`src/rtl/dmem_pkg.sv`:
```
// Shared types and constants for the data-memory arbiter slice.
package dmem_pkg;

  typedef enum logic {
    OWN_CPU = 1'b0,
    OWN_DBG = 1'b1
  } owner_e;

  localparam logic [7:0] IO_ADDR_DEFAULT = 8'h01;

endpackage

```
`src/rtl/dmem_io_reg.sv`:
```
// Memory-mapped output register: captures any performed write to IO_ADDR
// and pulses io_out_valid_o for the following cycle.
module dmem_io_reg
  import dmem_pkg::*;
#(
  parameter int unsigned   AW      = 8,
  parameter int unsigned   DW      = 8,
  parameter logic [AW-1:0] IO_ADDR = AW'(IO_ADDR_DEFAULT)
) (
  input  logic          clk_i,
  input  logic          rst_ni,
  input  logic          wr_en_i,
  input  logic [AW-1:0] addr_i,
  input  logic [DW-1:0] data_i,
  output logic [DW-1:0] io_out_o,
  output logic          io_out_valid_o
);

  logic          hit;
  logic [DW-1:0] io_q, io_d;
  logic          vld_q, vld_d;

  always_comb begin
    hit   = wr_en_i && (addr_i == IO_ADDR);
    io_d  = hit ? data_i : io_q;
    vld_d = hit;
  end

  always_ff @(posedge clk_i) begin
    if (!rst_ni) begin
      io_q  <= '0;
      vld_q <= 1'b0;
    end else begin
      io_q  <= io_d;
      vld_q <= vld_d;
    end
  end

  assign io_out_o       = io_q;
  assign io_out_valid_o = vld_q;

endmodule

```
`src/rtl/dmem_arbiter.sv`:
```
// Single-port data-memory arbiter: CPU has priority, the debug port gets
// idle cycles or a forced bounded burst after STARVE_LIMIT busy cycles.
module dmem_arbiter
  import dmem_pkg::*;
#(
  parameter int unsigned   AW            = 8,
  parameter int unsigned   DW            = 8,
  parameter logic [AW-1:0] IO_ADDR       = AW'(IO_ADDR_DEFAULT),
  parameter int unsigned   DBG_MAX_BURST = 4,
  parameter int unsigned   STARVE_LIMIT  = 8
) (
  input  logic          clk,
  input  logic          rst,
  input  logic          cpu_req,
  input  logic [AW-1:0] cpu_addr,
  input  logic          cpu_wr,
  input  logic [DW-1:0] cpu_wr_data,
  output logic          cpu_stall,
  output logic [DW-1:0] cpu_rd_data,
  output logic          cpu_rd_valid,
  input  logic          dbg_req,
  input  logic [AW-1:0] dbg_addr,
  input  logic          dbg_wr,
  input  logic [DW-1:0] dbg_wr_data,
  output logic          dbg_gnt,
  output logic [DW-1:0] dbg_rd_data,
  output logic          dbg_rd_valid,
  output logic [AW-1:0] mem_addr,
  output logic          mem_wr,
  output logic [DW-1:0] mem_wr_data,
  input  logic [DW-1:0] mem_rd_data,
  output logic [DW-1:0] io_out,
  output logic          io_out_valid
);

  localparam int unsigned   SW          = $clog2(STARVE_LIMIT + 1);
  localparam int unsigned   BW          = $clog2(DBG_MAX_BURST + 1);
  localparam logic [SW-1:0] STARVE_LAST = SW'(STARVE_LIMIT - 1);
  localparam logic [BW-1:0] BURST_LAST  = BW'(DBG_MAX_BURST - 1);

  owner_e        owner_q, owner_d;
  logic [SW-1:0] starve_q, starve_d;
  logic [BW-1:0] burst_q, burst_d;
  logic          rd_pend_q, rd_pend_d;
  owner_e        rd_tag_q, rd_tag_d;
  logic          cpu_go, dbg_go;

  always_comb begin
    owner_d     = owner_q;
    starve_d    = starve_q;
    burst_d     = burst_q;
    cpu_go      = 1'b0;
    dbg_go      = 1'b0;
    cpu_stall   = 1'b0;
    dbg_gnt     = 1'b0;
    mem_addr    = cpu_addr;
    mem_wr_data = cpu_wr_data;
    mem_wr      = 1'b0;
    rd_tag_d    = owner_q;

    unique case (owner_q)
      OWN_CPU: begin
        cpu_go = cpu_req;
        mem_wr = cpu_req && cpu_wr;
        if (dbg_req && (!cpu_req || starve_q == STARVE_LAST)) begin
          owner_d  = OWN_DBG;
          starve_d = '0;
        end else if (!dbg_req) begin
          starve_d = '0;
        end else begin
          starve_d = starve_q + 1'b1;
        end
      end
      OWN_DBG: begin
        dbg_go      = dbg_req;
        dbg_gnt     = dbg_req;
        cpu_stall   = cpu_req;
        mem_addr    = dbg_addr;
        mem_wr_data = dbg_wr_data;
        mem_wr      = dbg_req && dbg_wr;
        if (!dbg_req) begin
          owner_d = OWN_CPU;
          burst_d = '0;
        end else if (burst_q == BURST_LAST) begin
          // An idle CPU lets the debug port start a fresh burst in place.
          burst_d = '0;
          if (cpu_req) owner_d = OWN_CPU;
        end else begin
          burst_d = burst_q + 1'b1;
        end
      end
    endcase

    rd_pend_d = (cpu_go && !cpu_wr) || (dbg_go && !dbg_wr);

    if (!rst) begin
      mem_wr    = 1'b0;
      dbg_gnt   = 1'b0;
      cpu_stall = 1'b0;
    end
  end

  always_ff @(posedge clk) begin
    if (!rst) begin
      owner_q   <= OWN_CPU;
      starve_q  <= '0;
      burst_q   <= '0;
      rd_pend_q <= 1'b0;
      rd_tag_q  <= OWN_CPU;
    end else begin
      owner_q   <= owner_d;
      starve_q  <= starve_d;
      burst_q   <= burst_d;
      rd_pend_q <= rd_pend_d;
      rd_tag_q  <= rd_tag_d;
    end
  end

  assign cpu_rd_valid = rd_pend_q && (rd_tag_q == OWN_CPU);
  assign dbg_rd_valid = rd_pend_q && (rd_tag_q == OWN_DBG);
  assign cpu_rd_data  = mem_rd_data;
  assign dbg_rd_data  = mem_rd_data;

  dmem_io_reg #(
    .AW      (AW),
    .DW      (DW),
    .IO_ADDR (IO_ADDR)
  ) u_io_reg (
    .clk_i          (clk),
    .rst_ni         (rst),
    .wr_en_i        (mem_wr),
    .addr_i         (mem_addr),
    .data_i         (mem_wr_data),
    .io_out_o       (io_out),
    .io_out_valid_o (io_out_valid)
  );

endmodule

```
`config.mk`:
```
export PLATFORM = sky130hd
export DESIGN_NAME = dmem_arbiter
export DESIGN_NICKNAME = d
export VERILOG_FILES = /design/src/rtl/dmem_pkg.sv /design/src/rtl/dmem_io_reg.sv /design/src/rtl/dmem_arbiter.sv
export SDC_FILE = /design/constraint.sdc
export NUM_CORES = 1
export LEC_CHECK = 0
export ABC_AREA = 0
export CORE_MARGIN = 2
export CORE_UTILIZATION = 34
export DETAILED_ROUTE_END_ITERATION = 10
export PLACE_DENSITY_LB_ADDON = 0.08
export SLEW_MARGIN = 20
export SYNTH_ARGS = -nofsm -noshare
export SYNTH_HDL_FRONTEND = slang
export SYNTH_HIERARCHICAL = 1
export SYNTH_SLANG_ARGS = --single-unit
export TNS_END_PERCENT = 10
```
`constraint.sdc`:
```
create_clock -name clk -period 3.1 [get_ports clk]
set_clock_uncertainty 0.05 [all_clocks]
set_input_delay 0.31 -clock clk [delete_from_list [all_inputs] [get_ports clk]]
set_output_delay 0.31 -clock clk [all_outputs]
set_load 0.05 [all_outputs]
```
# == Word-level counts from Yosys, hierarchy flattened ==
# Cells that the tools add are included.
# totals
ff_bits,19
in_bits,46
output_inout_bits,46
wordCells,45
# op_classes
add_sub_neg,2
eq_ne,3
muxes,18
n_bitwise,2
n_reduce_logical,13
# op_table
op,count
two-way mux 8 bit,2
two-way mux 1 bit,10
"equality test 8 x 1 -> 1 bit, second input constant",1
logical AND 1 bit,8
two-way mux 4 bit,2
two-way mux 3 bit,2
"adder 4 x 1 -> 4 bit, second input constant",1
"equality test 4 x 3 -> 1 bit, second input constant",1
case mux 1 bit (2 select lines),2
"adder 3 x 1 -> 3 bit, second input constant",1
"equality test 3 x 2 -> 1 bit, second input constant",1
logical NOT 1 bit,3
logical OR 1 bit,2
NOT 1 bit,2

# == Logic depth before layout (Yosys ltp) ==
# Gate-level depths: netlist (run 1).
# logic_depth
depth_word,5
mapped_depth,9
depth_no_buf,6

# == By module ==
# The synthesis (run 1) kept the hierarchy.
# modules_own_cells
mod,n_inst,cells_each,area_each_um2,seq_area_each_um2
dmem_arbiter,1,95,837.1,200.2
dmem_io_reg,1,40,376.6,180.2

# == Worst setup path after synthesis (run 1) ==
# OpenSTA, ideal clock, no wires.
# synth_path
path_kind,register to register
startpoint,reg owner_q
endpoint,reg u_io_reg.io_q[7] (netlist: u_io_reg/io_out_o[7])
setup_time_ns,0.072
arrival_ns,2.416
required_time_ns,2.978
setup_slack_ns,0.563
path_stages_with_launch,8
path_buffers,3
synth_period_minus_slack_ns,2.537
path_cell_list,dfxtp_1 clkbuf_1 buf_2 mux2_1 or4b_1 nor4_2 buf_6 mux2i_1
# synth_via
word_cells_on_any_way,7
classes_between,eq/ne (1); mux (4); bitwise (1); reduce/logical (1)
# synth_rtl
item,line,text
"start, declared",dmem_arbiter.sv:41,"owner_e owner_q, owner_d;"
"start signal, assigned",dmem_arbiter.sv:111,owner_q <= owner_d;
two-way mux 8 bit,dmem_arbiter.sv:61,unique case (owner_q)
net mem_addr[7],dmem_arbiter.sv:28,"output logic [AW-1:0] mem_addr,"
equality test 8 x 1 -> 1 bit,dmem_io_reg.sv:24,hit = wr_en_i && (addr_i == IO_ADDR);
logical AND 1 bit,dmem_io_reg.sv:24,
"end signal, assigned",dmem_io_reg.sv:34,io_q <= io_d;
"end, declared",dmem_io_reg.sv:20,"logic [DW-1:0] io_q, io_d;"
# The timed path passes the listed nets, and every way through them passes these cells.
# A chain may end at the register's enable or synchronous reset.

# == Worst setup path after layout (run 1) ==
# layout_path
startpoint,reg owner_q
endpoint,out mem_addr[2]
# layout_via
elab_chain_cells,1
# layout_rtl
item,line
two-way mux 8 bit,dmem_arbiter.sv:61
"end, declared",dmem_arbiter.sv:28
# Every way passes these cells.

==> flow_summary.yaml, run 1 <==
clock_tree:
  clock_latency_ns: 0.30
  cts_tree: "done"
  post_cts_buffers: 0
  cts_made_buffers: 3
  clk_path_buf_depth: 2
  path_clk_slew_ns: 0.11
  clock_sinks: 19
  htree_levels: 1
  cts_resized: 0
  clockRootBuffer: "clkbuf_4"
  ctsHoldBuffers: 0
floorplanning:
  io_pins: 92
  initial_core_util: 0.3581
  core.rowCount: 21
  die_w_um: 63.75
  dieArea_mm2: 0.004063
  die_h_um: 63.75
  design.core.area_mm2: 0.003390
placed_design:
  place_area_mm2: 0.001795
  io_buffers: 67
  dp_hpwl_um: 2312
  dp_cells: 227
  dp_slack_ns: 0.5251
  gp_congestion: 0.7797
drt:
  drtIter0Drc: 61
  drtAntennaViolNets: 0
  drt-pass1-iter-count: 5
  finalWirelength_um: 2964
  drcViolationCount: 0
  post_drt_wl_per_cell_um: 12.83
  viasPerCell: 4.766
  vias: 1101
logic_synthesis:
  synth_nets: 183
  syn_area_mm2: 0.001214
  synth_seq_area_share: 0.3134
  ys_ff_latch: 19
  syn-instance-count: 135
  ys_types: 33
  avgSynthCellArea_um2: 8.990
  ys.warnings.count: 6
sta:
  post-route-period-util: 0.7819
  hold_ws_ns: 0.3901
  tns_ns: 0
  final.min_clock_period_ns: 2.424
  max_clock_freq_mhz: 412.5
  tightest_slew_ns: 0.5167
  slew_headroom: 0.6545
  rsz0062_at_grt: "no"
  worst_slack_ns: 0.6760
  drv_slew: 0
  timing.final.hold_violations: 0
  setup_viol: 0
finish:
  layout_common_cells: "clkdlybuf4s50_1 (64), nand2_1 (21), dfxtp_1 (19)"
  num-nets-final: 234
  instances_no_fill: 231
  num_antenna_cells: 0
  area_growth_pct: 50.41
  mostFrequentLayoutCell: "clkdlybuf4s50_1"
  drive_gt1_frac: 0.1514
  design_area_mm2: 0.001826
global_route:
  overflow: 0
  grtUsageTotal: 0.1466
  grt_util_met1: 0.1621
  grt_max_degree: 34
  met2_usage: 0.2592
  grt_pass1_vias: 1085
  use_met3: 0.06162
  top_usage_layer: "met2"
  antenna_found_initial: 0
  grt_first_pass_wirelength_um: 4761
setup_path:
  rr_worst_depth: 6
  cp_max_fo: 16
  cp_data_required_time_ns: 2.74
  start_kind: "register"
  cp-end-kind: "primary output"
  worstSetupPathType: "register to primary output"
  cp.arrival_ns: 2.06
min_path:
  min_path_type: "register to register"
  min_path_cells: 2
pwr:
  vdd_drop_max_mv: 0.2104
  leakage_uw: 0.0006739
  p_per_area_mw_per_mm2: 318.1
status:
  outcome: "completed"
job:
  drv_cap: 0
## final cells by class
cell class	count	area (µm²)
fillers	338	1564
inverters	1	3.754
flip-flops and latches	19	380.4
multi-input cells	90	660.6
clock buffers	3	22.52
well taps	46	57.56
clock inverters	1	7.507
repair buffers	71	693.2
## state kept, by name, summed over array words and instances (netlist names)
| name | cells |
|---|---|
| u_io_reg/io_out_o | 8 |
| owner_q | 1 |
| rd_tag_q | 1 |
| u_io_reg/io_out_valid_o | 1 |
| starve_q | 4 |
| burst_q | 3 |
| rd_pend_q | 1 |
## worst max-delay path, stage by stage, from the launching register on
cell and delay [ns]:
dfxtp_1 0.40, buf_4 0.26, mux2_1 0.38, clkdlybuf4s50_1 0.72
## stage by stage
stage            util  total power [µW]
6_report       0.5386             580.6
4_1_cts        0.5386             588.8
5_1_grt        0.5386             611.6
2_1_floorplan       -             421.4
3_3_place_gp   0.5297             453.6
3_5_place_dp   0.5297             455.0
## Yosys cell counts (all sizes together)
cell / count / area (µm²)
nand2: 22 / 85.09
buf: 21 / 153.9
dfxtp: 19 / 380.4
mux2: 16 / 180.2
mux2i: 9 / 90.09
and2: 5 / 31.28
nand2b: 5 / 31.28
o21ai: 5 / 25.02
clkbuf: 4 / 15.01
nand3: 4 / 20.02
a21boi: 3 / 22.52
and3: 3 / 20.02
a21oi: 2 / 10.01
and3b: 2 / 18.77
ha: 2 / 25.02
nand4: 2 / 12.51
or4b: 2 / 20.02
a2111oi: 1 / 8.760
a31o: 1 / 8.760
inv: 1 / 3.750
nand4b: 1 / 8.760
nor2b: 1 / 6.260
nor4: 1 / 12.51
o32ai: 1 / 8.760
or3: 1 / 6.260
or3b: 1 / 8.760
## power breakdown
part / total [µW] / leakage (µW) / internal, µW / switching [µW]
Sequential: 249 / 0.000154 / 247 / 2.23
Combinational: 199 / 0.000506 / 93.5 / 106
Clock: 132 / 0.0000139 / 49.1 / 83.1
Total: 581 / 0.000674 / 390 / 191
## per-layer routing
layer | wire [µm] | up-vias
met5 | 0 | -
met4 | 38 | 0
met2 | 1494 | 43
li1 | - | 548
met3 | 255 | 10
met1 | 1176 | 500
## final timing paths
check	start	end	slack, ns
worst min-delay path	burst_q[2]	burst_q[2]	0.39
worst max register to register	owner_q	u_io_reg/io_out_o[4]	0.76
worst min register to register	burst_q[2]	burst_q[2]	0.39
worst max-delay path	owner_q	mem_addr[2]	0.68
## cell families (layout without fill, tap and decap cells)
logic type	count (synthesis)	after routing	synth area share
AND/OR/NAND/NOR	50	50	0.2320
buffers and inverters	26	76	0.1423
multiplexers	25	25	0.2227
flip-flops	19	19	0.3134
AO/OA/AOI/OAI	13	13	0.06907
adder cells (fa/ha/maj)	2	2	0.02062
Power figures use the tool's default switching activity.
==> run 2, diff against run 1 <==
Settings changed: CORE_UTILIZATION 34 to 30.
Clock period 3.1 ns to 2 ns, I/O delays scaled along.
==> flow_summary.yaml, run 2 (synthesized netlist as in run 1, its figures left out) <==
setup_path:
  cp-end-kind: "register"
  critPathSlowestCell: "or4b_4"
  cp_max_fo: 11
  start_kind: "register"
  worstSetupPathType: "register to register"
  crit_chain: "mux2_4, or4b_4, nor4_2, buf_4, mux2i_1"
  r2r_slack_ns: -0.02
  worstReg2RegStart: "owner_q"
  cp_slowest_stage_delay_ns: 0.53
  cp_data_required_time_ns: 2.13
  r2r-end: "u_io_reg/io_out_o[1]"
  cp.arrival_ns: 2.15
  rr_worst_depth: 5
drt:
  drtIter0Drc: 25
  finalWirelength_um: 3202
  viasPerCell: 4.689
  post_drt_wl_per_cell_um: 13.12
  drtAntennaViolNets: 0
  drcViolationCount: 0
  vias: 1144
  drt-pass1-iter-count: 4
pwr:
  intPower_uw: 736.2
  clkPwrFrac: 0.249
  p_per_area_mw_per_mm2: 493.2
  sw_frac_of_total: 0.2954
  seqPwrFrac: 0.372
  pwr-share-comb: 0.379
  leakage_uw: 0.0008393
  p_switching_uw: 308.6
  vdd_drop_max_mv: 0.2978
floorplanning:
  design.core.area_mm2: 0.003943
  die_h_um: 67.61
  dieArea_mm2: 0.004570
  initial_core_util: 0.3078
  io_pins: 92
  die_w_um: 67.61
  core.rowCount: 23
job:
  drv_cap: 0
finish:
  largest_reg_flops: 8
  area_growth_pct: 74.54
  drive_gt1_frac: 0.2990
  layout_common_cells: "clkdlybuf4s50_1 (48), nand2_1 (21), dfxtp_1 (18)"
  multiInputGateArea_um2: 688.2
  mostFrequentLayoutCell: "clkdlybuf4s50_1"
  fillCellCount: 350
  num_antenna_cells: 0
  num-nets-final: 243
  design_area_mm2: 0.002118
  regArea_um2: 384.1
clock_tree:
  cts_tree: "done"
  clk_path_buf_depth: 2
  cts_made_buffers: 3
  path_clk_slew_ns: 0.07
  clock_sinks: 19
  htree_levels: 1
  clockRootBuffer: "clkbuf_8"
  post_cts_buffers: 0
  clock_latency_ns: 0.25
global_route:
  grt_max_degree: 34
  overflow: 0
  grt_first_pass_wirelength_um: 4774
  antenna_found_initial: 0
  grt_pass1_vias: 1091
  grtUsageTotal: 0.1337
sta:
  setup_viol: 2
  timing.final.hold_violations: 0
  tightest_slew_ns: 0.5165
  hold_ws_ns: 0.3500
  final.min_clock_period_ns: 2.020
  post-route-period-util: 1.010
  max_clock_freq_mhz: 495.0
  drv_slew: 0
  slew_headroom: 0.6546
  worst_slack_ns: -0.02026
  rsz0062_at_grt: "yes"
placed_design:
  gp_congestion: 0.6578
  io_buffers: 67
  dp_hpwl_um: 2577
  place_area_mm2: 0.002064
min_path:
  min_to: "cpu_rd_data[2]"
  min_path_type: "input pin to primary output"
  min_path_cells: 0
  hp-start: "mem_rd_data[2]"
status:
  outcome: "finished with violations"
  violations: "negative setup slack"
## run 2: stage by stage
stage / setup WS, ns / utilization / cells / power, µW / setup TNS, ns
2_1_floorplan: -0.1302 / - / 135 / 667.6 / -1.115
3_3_place_gp: -0.2048 / 0.5236 / 240 / 792.9 / -1.761
3_5_place_dp: -0.2598 / 0.5236 / 240 / 795.5 / -2.033
4_1_cts: -0.04835 / 0.5373 / 244 / 1057 / -0.1569
5_1_grt: -0.09562 / 0.5373 / 244 / 1088 / -0.6154
6_report: -0.02026 / 0.5373 / 244 / 1045 / -0.02940
## run 2: worst max-delay path: cells and delay by family (launching register included)
| kind | cells | cell delay (ns) |
|---|---|---|
| multiplexers | 2 | 0.53 |
| buffers and inverters | 1 | 0.24 |
| AND/OR/NAND/NOR | 2 | 0.68 |
| flip-flops | 1 | 0.44 |
## run 2: worst max-delay path by stage
stage          startpoint                    to  slack [ns]  cells past startpoint
3_5_place_dp      owner_q  u_io_reg/io_out_o[1]       -0.26                      5
5_1_grt           owner_q  u_io_reg/io_out_o[7]        -0.1                      5
4_1_cts           owner_q  u_io_reg/io_out_o[1]       -0.05                      5
3_3_place_gp      owner_q  u_io_reg/io_out_o[4]       -0.20                      5
6_report          owner_q  u_io_reg/io_out_o[1]       -0.02                      5
2_1_floorplan     owner_q  u_io_reg/io_out_o[7]       -0.13                      7
## run 2: what timing repair did
action                                 4_1_cts  5_1_grt
endpoints found under the hold margin        0        0
hold buffers                                 0        0
setup endpoints to repair                   12        8
resized for setup                            3        0
## run 2: final cells by class
class | count | share of cell area
Tap cell | 50 | 0.02953
Clock inverter | 1 | 0.002363
Clock buffer | 3 | 0.01949
Timing Repair Buffer | 80 | 0.4406
Sequential cell | 19 | 0.1813
Multi-Input combinational cell | 90 | 0.3249
Inverter | 1 | 0.001772
## run 2: routing by layer
layer,GRT usage,up-vias,routed length [µm]
met3,0.03833,11,322
met5,0,-,0
met1,0.1423,519,1279
met2,0.2463,46,1566
li1,-,568,-
met4,0.05102,0,34
## run 2: power groups by stage
stage | Sequential, µW | Combinational [µW] | Clock, µW
floorplan | 394 | 274 | 0
global placement | 397 | 395 | 0
detailed placement | 398 | 397 | 0
CTS | 389 | 400 | 269
global route | 389 | 416 | 284
finish | 389 | 396 | 261
==> run 3, diff against run 2 <==
Settings changed: PLACE_DENSITY from default to 0.75, PLACE_DENSITY_LB_ADDON 0.08 to default, SETUP_SLACK_MARGIN from default to 0.2.
==> flow_summary.yaml, run 3 (synthesized netlist as in run 1, its figures left out) <==
drt:
  drtIter0Drc: 18
  viasPerCell: 4.566
  drcViolationCount: 0
  vias: 1146
  post_drt_wl_per_cell_um: 13.12
  drt-pass1-iter-count: 4
  finalWirelength_um: 3294
  drtAntennaViolNets: 0
pwr:
  leakage_uw: 0.0009475
  p_per_area_mw_per_mm2: 479.9
  vdd_drop_max_mv: 0.2376
clock_tree:
  cts_tree: "done"
  path_clk_slew_ns: 0.07
  clockRootBuffer: "clkbuf_8"
  clock_sinks: 19
  clk_path_buf_depth: 2
  htree_levels: 1
  cts_made_buffers: 3
  ctsHoldBuffers: 0
  clock_latency_ns: 0.25
finish:
  fillCellCount: 320
  instances_no_fill: 251
  num_antenna_cells: 0
  regArea_um2: 384.1
  largest_reg_flops: 8
  drive_gt1_frac: 0.3433
  area_growth_pct: 83.40
  num-nets-final: 250
  multiInputGateArea_um2: 744.5
  design_area_mm2: 0.002226
  mostFrequentLayoutCell: "clkdlybuf4s50_1"
  post-route-util: 0.5646
  layout_common_cells: "clkdlybuf4s50_1 (46), nand2_1 (20), dfxtp_1 (18)"
min_path:
  min_path_type: "input pin to primary output"
  min_path_cells: 0
global_route:
  grt_pass1_vias: 1114
  antenna_found_initial: 0
  met2_usage: 0.2512
  overflow: 0
  use_met3: 0.03000
  top_usage_layer: "met2"
  grt_first_pass_wirelength_um: 4954
  grtUsageTotal: 0.1407
  grt_util_met1: 0.1635
  grt_max_degree: 34
status:
  outcome: "finished with violations"
  violations: "negative setup slack"
sta:
  setup_viol: 8
  drv_slew: 0
  max_clock_freq_mhz: 487.6
  slew_headroom: 0.6496
  hold_ws_ns: 0.3500
  tightest_slew_ns: 0.5240
  post-route-period-util: 1.025
  final.min_clock_period_ns: 2.051
  worst_slack_ns: -0.05094
  timing.final.hold_violations: 0
  rsz0062_at_grt: "yes"
job:
  drv_cap: 0
floorplanning:
  io_pins: 92
  die_h_um: 67.61
  initial_core_util: 0.3078
  dieArea_mm2: 0.004570
  core.rowCount: 23
  die_w_um: 67.61
  design.core.area_mm2: 0.003943
setup_path:
  cp_data_required_time_ns: 2.13
  cp.arrival_ns: 2.18
  start_kind: "register"
  rr_worst_depth: 5
  cp-end-kind: "register"
  cp_max_fo: 7
  worstSetupPathType: "register to register"
placed_design:
  io_buffers: 67
  place_area_mm2: 0.002017
  dp_cells: 242
  dp_hpwl_um: 2467
  gp_congestion: 0.7379
[run 3: power breakdown]
part	leakage, µW	internal, µW	switching (µW)
combinational	0.000768	227	188
sequential	0.000154	382	4.98
clock	0.0000255	139	128
[run 3: cell type report]
cell class / instances / share of cell area
clock buffers: 3 / 0.01855
clock inverters: 1 / 0.002248
inverters: 1 / 0.001686
multi-input cells: 90 / 0.3345
flip-flops and latches: 19 / 0.1726
well taps: 50 / 0.02811
repair buffers: 87 / 0.4424
[run 3: stage by stage]
stage | setup slack [ns] | total power (µW) | setup TNS, ns
after CTS | -0.07193 | 1063 | -0.4000
after floorplan | -0.1302 | 667.6 | -1.115
after global placement | -0.2379 | 769.0 | -2.060
final | -0.05094 | 1068 | -0.1991
after global routing | -0.1423 | 1111 | -1.007
after detailed placement | -0.2807 | 771.8 | -2.211
[run 3: final timing paths]
| kind | from | to | slack (ns) |
|---|---|---|---|
| setup / recovery | owner_q | u_io_reg/io_out_o[3] | -0.05 |
| hold reg to reg | burst_q[2] | burst_q[2] | 0.40 |
| hold / removal | mem_rd_data[2] | cpu_rd_data[2] | 0.35 |
| setup reg to reg | owner_q | u_io_reg/io_out_o[3] | -0.05 |
[run 3: critical path: stages, from the launching register on]
cell     delay, ns
dfxtp_4       0.41
mux2_4        0.32
or4b_4        0.55
nor4_4        0.27
buf_6         0.18
mux2i_1       0.20
[run 3: what timing repair did]
item                                    in CTS  in global routing
setup buffers                                3                  1
pin swaps                                    3                  0
endpoints found under the setup margin      22                 21
gates cloned                                 1                  0
hold endpoints to repair                     0                  0
resized for setup                           22                 17
[run 3: layer usage]
metal,up-vias,wire length (µm)
met5,-,0
met4,0,45
met3,4,285
met2,41,1640
met1,523,1322
li1,578,-
